**src/rtl/card_game_ctrl.sv**
```systemverilog
// Memory-card game logic: LFSR shuffle, cursor, pair reveal/compare, mismatch hold.
// Optional move counter enabled by defining MOVE_COUNTER_EN.
module card_game_ctrl #(
  parameter int          HOLD_FRAMES = 60,
  parameter logic [15:0] LFSR_SEED   = 16'hACE1
) (
  input  logic        clk,
  input  logic        reset,
  input  logic        frame_tick,
  input  logic        btn_up,
  input  logic        btn_down,
  input  logic        btn_left,
  input  logic        btn_right,
  input  logic        btn_sel,
  output logic [15:0] reg_card,
  output logic [63:0] pos_flat,
  output logic [3:0]  cursor,
  output logic [3:0]  match_count,
  output logic        game_over,
  output logic [7:0]  moves
);

  typedef enum logic [2:0] {
    SHUFFLE, PICK1, PICK2, CHECK, SHOW, DONE
  } state_t;

  localparam logic [7:0] HOLD = 8'(HOLD_FRAMES);

  state_t      state, state_n;
  logic [15:0] lfsr, lfsr_n;
  logic [3:0]  step, step_n;
  logic [3:0]  pos [16];
  logic [3:0]  pos_n [16];
  logic [3:0]  first, first_n;
  logic [3:0]  second, second_n;
  logic [7:0]  hold, hold_n;
  logic [15:0] card_n;
  logic [3:0]  cursor_n;
  logic [3:0]  match_n;
  logic        over_n;
  logic [3:0]  under;
  logic        pick;

  always_comb begin
    under = 4'd0;
    for (int i = 0; i < 16; i++)
      if (pos[i] == cursor) under = 4'(i);
  end

  always_comb begin
    for (int i = 0; i < 16; i++)
      pos_flat[4*i +: 4] = pos[i];
  end

  // a select only takes effect on a face-down card
  assign pick = btn_sel && !reg_card[under];

  always_comb begin
    cursor_n = cursor;
    if (state != SHUFFLE && !btn_sel) begin
      if (btn_up)
        cursor_n = {cursor[3:2] - 2'd1, cursor[1:0]};
      else if (btn_down)
        cursor_n = {cursor[3:2] + 2'd1, cursor[1:0]};
      else if (btn_left)
        cursor_n = {cursor[3:2], cursor[1:0] - 2'd1};
      else if (btn_right)
        cursor_n = {cursor[3:2], cursor[1:0] + 2'd1};
    end
  end

  always_comb begin
    state_n  = state;
    lfsr_n   = {1'b0, lfsr[15:1]} ^ (lfsr[0] ? 16'hB400 : 16'h0000);
    step_n   = step;
    pos_n    = pos;
    first_n  = first;
    second_n = second;
    hold_n   = hold;
    card_n   = reg_card;
    match_n  = match_count;
    over_n   = game_over;
    unique case (state)
      SHUFFLE: begin
        pos_n[step]      = pos[lfsr[3:0]];
        pos_n[lfsr[3:0]] = pos[step];
        step_n = step + 4'd1;
        if (step == 4'd15) state_n = PICK1;
      end
      PICK1: if (pick) begin
        card_n[under] = 1'b1;
        first_n = under;
        state_n = PICK2;
      end
      PICK2: if (pick) begin
        card_n[under] = 1'b1;
        second_n = under;
        state_n = CHECK;
      end
      CHECK: begin
        if ((first ^ second) == 4'd1) begin
          match_n = match_count + 4'd1;
          if (match_count == 4'd7) begin
            state_n = DONE;
            over_n  = 1'b1;
            card_n  = 16'hFFFF;
          end else begin
            state_n = PICK1;
          end
        end else begin
          hold_n  = 8'd0;
          state_n = SHOW;
        end
      end
      SHOW: if (frame_tick) begin
        if (hold + 8'd1 == HOLD) begin
          card_n[first]  = 1'b0;
          card_n[second] = 1'b0;
          state_n = PICK1;
        end else begin
          hold_n = hold + 8'd1;
        end
      end
      DONE: begin
        card_n = 16'hFFFF;
        if (btn_sel) begin
          card_n  = 16'h0000;
          match_n = 4'd0;
          over_n  = 1'b0;
          step_n  = 4'd0;
          state_n = SHUFFLE;
        end
      end
      default: state_n = SHUFFLE;
    endcase
  end

  always_ff @(posedge clk or posedge reset) begin
    if (reset) begin
      state       <= SHUFFLE;
      lfsr        <= LFSR_SEED;
      step        <= 4'd0;
      first       <= 4'd0;
      second      <= 4'd0;
      hold        <= 8'd0;
      reg_card    <= 16'h0000;
      cursor      <= 4'd0;
      match_count <= 4'd0;
      game_over   <= 1'b0;
      for (int i = 0; i < 16; i++) pos[i] <= 4'(i);
    end else begin
      state       <= state_n;
      lfsr        <= lfsr_n;
      step        <= step_n;
      first       <= first_n;
      second      <= second_n;
      hold        <= hold_n;
      reg_card    <= card_n;
      cursor      <= cursor_n;
      match_count <= match_n;
      game_over   <= over_n;
      pos         <= pos_n;
    end
  end

`ifdef MOVE_COUNTER_EN
  logic [7:0] mv_n;

  always_comb begin
    mv_n = moves;
    if (state == PICK2 && pick && moves != 8'hFF)
      mv_n = moves + 8'd1;
    else if (state == DONE && btn_sel)
      mv_n = 8'd0;
  end

  always_ff @(posedge clk or posedge reset) begin
    if (reset) moves <= 8'd0;
    else       moves <= mv_n;
  end
`else
  assign moves = 8'd0;
`endif

endmodule

```
**config.mk**
```make
export PLATFORM = sky130hd
export DESIGN_NAME = card_game_ctrl
export DESIGN_NICKNAME = d
export VERILOG_FILES = /design/src/rtl/card_game_ctrl.sv
export SDC_FILE = /design/constraint.sdc
export NUM_CORES = 1
export LEC_CHECK = 0
export ABC_AREA = 1
export CAP_MARGIN = 20
export CORE_AREA = 2 2 131 133
export DETAILED_ROUTE_END_ITERATION = 8
export DIE_AREA = 0 0 133 135
export DONT_BUFFER_PORTS = 1
export PLACE_DENSITY = 0.79
export SYNTH_ARGS = -nofsm -noshare
export SYNTH_HDL_FRONTEND = slang
export SYNTH_SLANG_ARGS = --single-unit
```
**constraint.sdc**
```tcl
create_clock -name clk -period 4.7 [get_ports clk]
set_input_delay 0.47 -clock clk [delete_from_list [all_inputs] [get_ports clk]]
set_output_delay 0.47 -clock clk [all_outputs]
set_load 0.05 [all_outputs]
```
# Yosys cells after proc, flatten, opt, wreduce, memory -nomap -nowiden
# Cells that the tools add are included.
# totals
ramBits	0
out_inout_bits	97
ff_bits	128
rom_bits	0
word_cells	186
latchBits	0
mem_count	0
inputBits	8
# classes
n_mul	0
bitwise	11
muxes	68
magnitude_cmp	10
n_reduce_logical	28
eq_ne	35
n_shift	0
div	0
n_addsub	7
# op_table
cell	count
$bwmux 64	2
$mux 16	7
$mux 4	24
$pmux 16 s4	1
$eq 4x4->1	15
$and 16x16->16	2
$bmux 4 s4	2
$demux 4 s4	2
$not 16->16	2
$mux 3	8
$mux 8	3
$ne 2x2->1 const B	10
$pmux 3 s6	1
$or 16x16->16	1
$pmux 4 s2	2
$pmux 8 s2	1
$xor 15x16->16	1
$lt 4x5->1 const B	3
$demux 1 s4	3
$ge 4x1->1 const B	3
$reduce_and 4->1	3
$reduce_and 6->1	2
$ge 5x5->1 const B	2
$lt 5x1->1 const B	2
28 further kinds	57

# Logic depth before layout (Yosys ltp)
# Gate-level depths: netlist of the first run.
# depth
ltp_word	23
ltp_mapped	31
mapped_depth_nobuf	29

# Worst setup path before layout of the first run
# OpenSTA, ideal clock, no wires.
# synth_timing
path_kind	register to register
startpoint	reg cursor[0]
endpoint	reg reg_card[1]
path_slack_ns	1.809
arrival_time_ns	2.772
required_ns	4.581
path_stages_with_launch	22
setup_time_ns	0.119
period_less_slack_ns	2.891
n_path_buf	4
cell_sequence	dfrtp_1 > buf_6 > buf_12 > xnor2_1 > nand4_1 > nand2_1 > a31oi_2 > o21bai_2 > a21oi_4 > inv_4 > buf_6 > nand4_1 > nand2_1 > nor2_2 > nor2_2 > nor2_4 > nand2_4 > nand2_8 > nand2_4 > buf_6 > nand2_2 > nand2_1
# synth_between
elab_chain_len	23
elab_cells_between_ends	44
classes_between	order compare (2); eq/ne (16); mux (21); bitwise (1); reduce/logical (4)
# synth_lines
item	line	rtl
start: declaration	17	output logic [3:0] cursor,
start signal: assignment	159	cursor <= cursor_n;
$eq 4x4->1	47	if (pos[i] == cursor) under = 4'(i);
$mux 1	47	
$mux 4 (13 in a row)	47	
$mux 4 (*)	47	
$lt 4x5->1 (implied by the code) / $ge 4x1->1 (equally long branches)	91, 96	
$logic_and 1x1->1 (implied by the code)	91, 96	
$mux 1 (implied by the code)	91, 96	
$demux 1 s4	91, 96	
$or 16x16->16 (no source line)	-	
$mux 16	90, 95	
$pmux 16 s4	83	unique case (state)
end signal: assignment	158	reg_card <= card_n;
end: declaration	15	output logic [15:0] reg_card,
# Mark *: on every way between the ends. The rest lies on a longest branch, timed or not. The select of a mux whose other input is x is not followed.
# A chain may end at the register's enable or synchronous reset.

# Final worst setup path of the first run
# layout_timing
startpoint	reg cursor[3]
endpoint	reg reg_card[11]
# The elaborated chain is that of the path after synthesis.

==> flow_metrics.tcl, run 1 <==
set metrics [dict create \
    r2r_start "cursor[3]$_DFFE_PP0P_" \
    core_um2 16400 \
    cts_buffers 17 \
    yosys-top-cells-area "dfrtp_1, dfstp_2, nand2_1" \
    ir_drop_v 0.000394 \
    drc 0 \
    drv_cap 0 \
    vias 8871 \
    synth_cell_types 46 \
    insertion_delay_ps 430 \
    h-tree-depth 4 \
    cts_setup_buffers 0 \
    hold_ws_ps 254 \
    io_pins 105 \
    cts-root-buf "clkbuf_16" \
    worstSetupPathType "flop to flop" \
    synth_top_cell_by_area "dfrtp_1" \
    critPathLaunchType "flop" \
    min_path_type "primary input to flop" \
    avgSynthCellArea_um2 7.13 \
    finalClockSkew_ps 8.75 \
    critical-path-top-delay-family "simple AND/OR/NAND/NOR gates" \
    final_util_pct 58.9 \
    sequentialPowerShare_pct 31.6 \
    grt_pass1_vias 8201 \
    setup_violations 0 \
    drt_iter0_drc 1297 \
    outcome "finished clean" \
    dp_hpwl_um 21300 \
    report.final.hold_viol_count 0 \
    ff2ff_setup_slack_ps 1170 \
    async_flop_share_pct 100 \
    syn_area_um2 8890 \
    area_delta_synth_final_pct 8.79 \
    tightestPinTransition_ps 1080 \
    final_common_cell "nand2_1" \
    die_x_um 133 \
    critical_path.max_fanout 19 \
    place_congestion 0.967 \
    p_switching_uw 4200 \
    ys_seq_elements 128 \
    cts_tree "built" \
    cellPowerDensity_nw_per_um2 797 \
    crit_slowest_cell "dfrtp_1" \
    overflow 0 \
    max_freq_mhz 283 \
    cp-end-kind "flop" \
    p_clk_share_pct 18.3 \
    worstReg2RegEnd "reg_card[11]$_DFFE_PP0P_" \
    swShare_pct 54.5 \
    num_rows 47 \
    antenna_found_initial 0 \
    clkTransAtPathRegs_ps 60 \
    n_antenna_cell 0 \
    detail-route-antenna-nets 0 \
    final_cell_mix "nand2_1, inv_1, o21ai_0, nor2_1, dfrtp_1" \
    ys_warn_count 0 \
    worst-path-buf-inv 1 \
    fin_crit_sh_pct 75.2 \
    r2r_cells 23 \
    instances_no_fill 1476 \
    grt_max_degree 56 \
    syn_inst 1247 \
    setup_tns_ps 0 \
    maxSlewHeadroom_pct 28.3 \
    pwr-share-comb_pct 50.1 \
    min-delay-start "frame_tick" \
    dpl.cell_count 1443 \
    ys_seq_area_share_pct 36.6 \
    track_usage_pct 32.7 \
    whs_endpoint "hold[6]$_DFFE_PP0P_" \
    place_ws_ps 1250 \
    leakage_uw 0.00398 \
    path_cells "buf_4, xnor2_1, nand4_1, nand2_1, nand2_1, nand2_1, nand2_1, nand2_1, nand2_1, nand2_1, nand2_1, nand2_2, nand2_2, nand3_1, nand3_1, nand2_1, nand2_1, nor2_4, nand2_4, nand2_8, nand2_4, nand2_1, nand2_1" \
    grt_first_pass_wirelength_um 45100 \
    initial_core_util_pct 54.2 \
    port_buffers 0 \
    first_pass_iters 8 \
    synth_top_area_share_pct 24.8 \
    cpPeakStageDelay_ps 870 \
    ys.flop_type "dfrtp_1" \
    required_ps 5020 \
    path_common_cell "nand2_1" \
    dieArea_um2 18000 \
    cts.sinks 128 \
    slew_violations 0 \
    route.detailed.wl_per_inst_um 19.8 \
    synth_edf_count 0 \
    p_int_uw 3510 \
    rsz0062_at_grt "false" \
    cts_buffer_depth 2 \
    arrival_ps 3850 \
    finalWorstSetupSlack_ps 1170 \
    via_per_inst 6.01 \
    finalWirelength_um 29200 \
    period_needed_ps 3530 \
    nNetsFinal 1257 \
    holdPathStages 2 \
    drive_gt1_share_pct 10.2 \
    die_h_um 135 \
]
## worst max-delay path by stage
stage | start | endpoint | depth (start not counted)
after floorplan | reset | cursor[0]$_DFFE_PP0P_ | 1
after global placement | cursor[3]$_DFFE_PP0P_ | reg_card[10]$_DFFE_PP0P_ | 23
after detailed placement | cursor[3]$_DFFE_PP0P_ | reg_card[6]$_DFFE_PP0P_ | 23
after CTS | cursor[1]$_DFFE_PP0P_ | reg_card[6]$_DFFE_PP0P_ | 28
after global routing | cursor[1]$_DFFE_PP0P_ | reg_card[8]$_DFFE_PP0P_ | 28
final | cursor[3]$_DFFE_PP0P_ | reg_card[11]$_DFFE_PP0P_ | 23
## worst register-to-register path: stages (launching register included)
cell	delay, ps
dfrtp_1	870
buf_4	320
xnor2_1	140
nand4_1	170
nand2_1	110
nand2_1	50
nand2_1	90
nand2_1	60
nand2_1	60
nand2_1	50
nand2_1	50
nand2_1	90
nand2_2	210
nand2_2	150
nand3_1	100
nand3_1	90
nand2_1	70
nand2_1	80
nor2_4	100
nand2_4	80
nand2_8	130
nand2_4	170
nand2_1	130
nand2_1	60
## metrics by stage
| step | instance area, um2 | power, uW |
|---|---|---|
| 2_1_floorplan | 8910 | 5220 |
| 3_3_place_gp | 9030 | 6130 |
| 3_5_place_dp | 9030 | 6190 |
| 4_1_cts | 9670 | 7610 |
| 5_1_grt | 9670 | 8120 |
| 6_report | 9670 | 7700 |
## registers in the layout, indices dropped and copies added, names as in the netlist
signal	cells
pos_flat	64
lfsr	16
reg_card	16
hold	8
cursor	4
first	4
match_count	4
second	4
step	4
state	3
game_over	1
## routing by layer
layer,wire [um],track usage [%],vias up
met5,0,0,-
met2,13400,53.0,579
met4,1440,17.4,0
li1,-,-,4123
met3,3030,7.21,117
met1,11400,41.2,4052
## final cells by class
type | count | area [um2]
Clock buffer | 23 | 498
Sequential cell | 128 | 3250
Clock inverter | 9 | 129
Fill cell | 1501 | 6740
Timing Repair Buffer | 21 | 160
Multi-Input combinational cell | 889 | 4650
Inverter | 186 | 703
Tap cell | 220 | 275
## cells in the mapped netlist (8+ instances only)
| master | count |
|---|---|
| dfstp_2 | 40 |
| nor2_1 | 113 |
| dfrtp_1 | 88 |
| a22oi_1 | 10 |
| nand4_1 | 23 |
| inv_1 | 177 |
| o21ai_0 | 145 |
| a21oi_1 | 83 |
| o22ai_1 | 75 |
| nand2_1 | 237 |
| a32oi_1 | 10 |
| buf_4 | 10 |
| xor2_1 | 13 |
| nand2_2 | 12 |
| clkbuf_1 | 29 |
| xnor2_1 | 55 |
| nand3_1 | 60 |
| nor3_1 | 8 |
## power groups by stage
stage	logic [uW]	registers [uW]	clock network [uW]
finish	3860	2440	1410
global route	4200	2460	1460
CTS	3770	2420	1420
detailed placement	3750	2440	0
global placement	3690	2440	0
floorplan	2970	2250	0
## kinds of logic (layout without fill, tap and decap cells)
logic type | Yosys count | in the layout | share of synthesized area [%]
AND/OR/NAND/NOR | 470 | 470 | 22.7
AO/OA/AOI/OAI | 337 | 337 | 21.4
buffers and inverters | 237 | 239 | 11.7
flip-flops | 128 | 128 | 36.6
XOR/XNOR | 68 | 68 | 6.70
adder cells (fa/ha/maj) | 6 | 6 | 0.845
other | 1 | 8 | 0.0422
## what timing repair did
| action | 4_1_cts | 5_1_grt |
|---|---|---|
| resized for setup | 0 | 0 |
| hold endpoints to repair | 32 | 0 |
| hold buffers | 1 | 0 |
No activity file was read; power rests on OpenSTA's default activity.
==> run 2, diff against run 1 <==
- ABC_AREA: 1 -> 0
- CORE_AREA: 2 2 131 133 -> 2 2 128 130
- DIE_AREA: 0 0 133 135 -> 0 0 130 132
- PLACE_DENSITY: 0.79 -> 0.82
- clock period: 4.7 -> 3.1 ns (I/O delays scaled with it)
==> flow_metrics.tcl, run 2 <==
set metrics [dict create \
    outcome "complete, but fails checks" \
    violations "setup timing" \
    nNetsFinal 1021 \
    fillers 1045 \
    async_flop_share_pct 100 \
    overflow 0 \
    use_met2_pct 53.7 \
    synth.most_common_cell "o21ai_0" \
    met1_usage_pct 46.1 \
    critical-path-top-delay-family "compound AO/OA/AOI/OAI gates" \
    die_x_um 130 \
    critPathLaunchType "flop" \
    avgSynthCellArea_um2 9.54 \
    largest_reg_flops 64 \
    crit_slowest_cell "dfrtp_2" \
    rsz0062_at_grt "true" \
    ys_seq_area_share_pct 38.0 \
    core_um2 15700 \
    syn_inst 897 \
    drive_gt1_share_pct 32.7 \
    h-tree-depth 4 \
    tightestPinTransition_ps 1060 \
    busiest_layer "met2" \
    grt_max_degree 62 \
    period_needed_ps 3490 \
    report.final.hold_viol_count 0 \
    detail-route-antenna-nets 0 \
    arrival_ps 3820 \
    initial_core_util_pct 54.5 \
    cpPeakStageDelay_ps 490 \
    finalWirelength_um 31800 \
    port_buffers 0 \
    cts.sinks 128 \
    path_common_cell "buf_4" \
    n_antenna_cell 0 \
    synth_edf_count 0 \
    max_freq_mhz 287 \
    cts_tree "built" \
    ys_seq_elements 128 \
    grtUsageMet3_pct 14.0 \
    place_congestion 0.997 \
    insertion_delay_ps 430 \
    drc 0 \
    vias 8638 \
    synth_cell_types 63 \
    io_pins 105 \
    antenna_found_initial 0 \
    route.detailed.wl_per_inst_um 25.7 \
    area_delta_synth_final_pct 26.4 \
    cts_buffers 17 \
    final_common_cell "buf_4" \
    synth_top_area_share_pct 25.7 \
    ys.flop_type "dfrtp_1" \
    path_cells "buf_6, xor2_1, nor4_1, a211o_1, a2111o_1, buf_4, a21oi_4, o21ai_2, a31oi_4, a2111oi_4, nand2_2, buf_4, a311oi_2" \
    synth_top_cell_by_area "dfrtp_1" \
    clkTransAtPathRegs_ps 60 \
    maxSlewHeadroom_pct 28.7 \
    min_path_type "primary input to flop" \
    grt_first_pass_wirelength_um 47400 \
    setup_violations 26 \
    track_usage_pct 36.3 \
    dp_hpwl_um 20200 \
    grt_pass1_vias 8382 \
    worst-path-buf-inv 3 \
    cts-root-buf "clkbuf_16" \
    die_h_um 132 \
    finalWorstSetupSlack_ps -388 \
    drv_cap 0 \
    fin_crit_sh_pct 113 \
    final_cell_mix "buf_4, o21ai_0, nand2_1, dfrtp_1, nor2_1" \
    synthTopCellsByCount "o21ai_0, nand2_1, dfrtp_1, nor2_1, a22oi_1" \
    critical_path.max_fanout 11 \
    syn_area_um2 8560 \
    yosys-top-cells-area "dfrtp_1, dfstp_2, mux4_2" \
    cts_buffer_depth 2 \
    slew_violations 0 \
    drt_iter0_drc 1578 \
    first_pass_iters 6 \
    num_rows 46 \
    via_per_inst 6.99 \
    final_util_pct 68.9 \
    ys_warn_count 0 \
    cp-end-kind "flop" \
    worstSetupPathType "flop to flop" \
    required_ps 3430 \
    dieArea_um2 17200 \
    finalClockSkew_ps 8.33 \
]
run 2: cell count changes after synthesis, moves of 18 or more:
| cell | previous run | this run |
|---|---|---|
| o22ai_1 | 75 | 6 |
| nor2_1 | 113 | 73 |
| a31oi_1 | 1 | 21 |
| o21ai_0 | 145 | 101 |
| nand3_1 | 60 | 27 |
| a21oi_1 | 83 | 13 |
| xor2_1 | 13 | 31 |
| nor2b_1 | 0 | 26 |
| a22oi_1 | 10 | 69 |
| inv_1 | 177 | 10 |
| mux4_2 | 0 | 40 |
| nand2_1 | 237 | 98 |
run 2: metal layers:
metal  routed length [um]  share of wire [%]  vias to the layer above
li1                     -                  -                     3531
met1                10700                 34                     4079
met2                14100                 45                      827
met3                 4910                 15                      201
met4                 2040                6.4                        0
met5                    0                  0                        -
run 2: metrics by stage:
step / hold slack (ps) / setup slack, ps / instances / area (um2) / TNS (ps)
after floorplan: 331 / -416 / 904 / 8610 / -7120
after global placement: 334 / -169 / 1175 / 9490 / -3100
after detailed placement: 339 / -337 / 1175 / 9490 / -5750
after CTS: 82.4 / -259 / 1231 / 10600 / -4830
after global routing: 107 / -478 / 1236 / 10800 / -10510
final: 98.1 / -388 / 1236 / 10800 / -7980
run 2: logic make-up after synthesis:
| group | Yosys count | synth area share (%) |
|---|---|---|
| DFF | 128 | 38.0 |
| AOI/OAI and AO/OA | 253 | 19.6 |
| other | 1 | 0.0438 |
| buffers and inverters | 78 | 4.44 |
| xor gates and xnor gates | 77 | 7.88 |
| muxes | 54 | 12.4 |
| adders and majority gates | 6 | 0.877 |
| and+or+nand+nor | 300 | 16.7 |
run 2: final cells by class:
type / instances / area, um2 / share of cell area [%]
Clock buffer: 23 / 478 / 4.42
Timing Repair Buffer: 152 / 1290 / 11.9
Clock inverter: 9 / 155 / 1.43
Inverter: 10 / 41.3 / 0.382
Sequential cell: 128 / 3260 / 30.1
Multi-Input combinational cell: 698 / 5330 / 49.2
Tap cell: 216 / 270 / 2.50
run 2: repair_timing:
item | in CTS | in global routing
setup buffers | 22 | 5
pin swaps | 36 | 9
endpoints found under the hold margin | 16 | 0
resized for setup | 50 | 30
gates cloned | 1 | 0
endpoints found under the setup margin | 25 | 26
hold buffers | 1 | 0
run 2: path summary, 6_finish.rpt:
kind	start	end	slack, ps	depth (start not counted)
min	frame_tick	state[2]$_DFFE_PP0P_	100	2
min reg2reg	lfsr[6]$_DFF_PP1_	lfsr[5]$_DFF_PP1_	360	0
max	cursor[2]$_DFFE_PP0P_	reg_card[4]$_DFFE_PP0P_	-390	13
max reg2reg	cursor[2]$_DFFE_PP0P_	reg_card[4]$_DFFE_PP0P_	-390	13
min in group asynchronous	reset	pos_flat[5]$_DFFE_PP0P_	520	2
max in group asynchronous	reset	pos_flat[25]$_DFFE_PP1P_	1690	3
Power of run 2 is not shown: default switching activity piles up to over one toggle a cycle in this logic, so the estimate is an artifact.
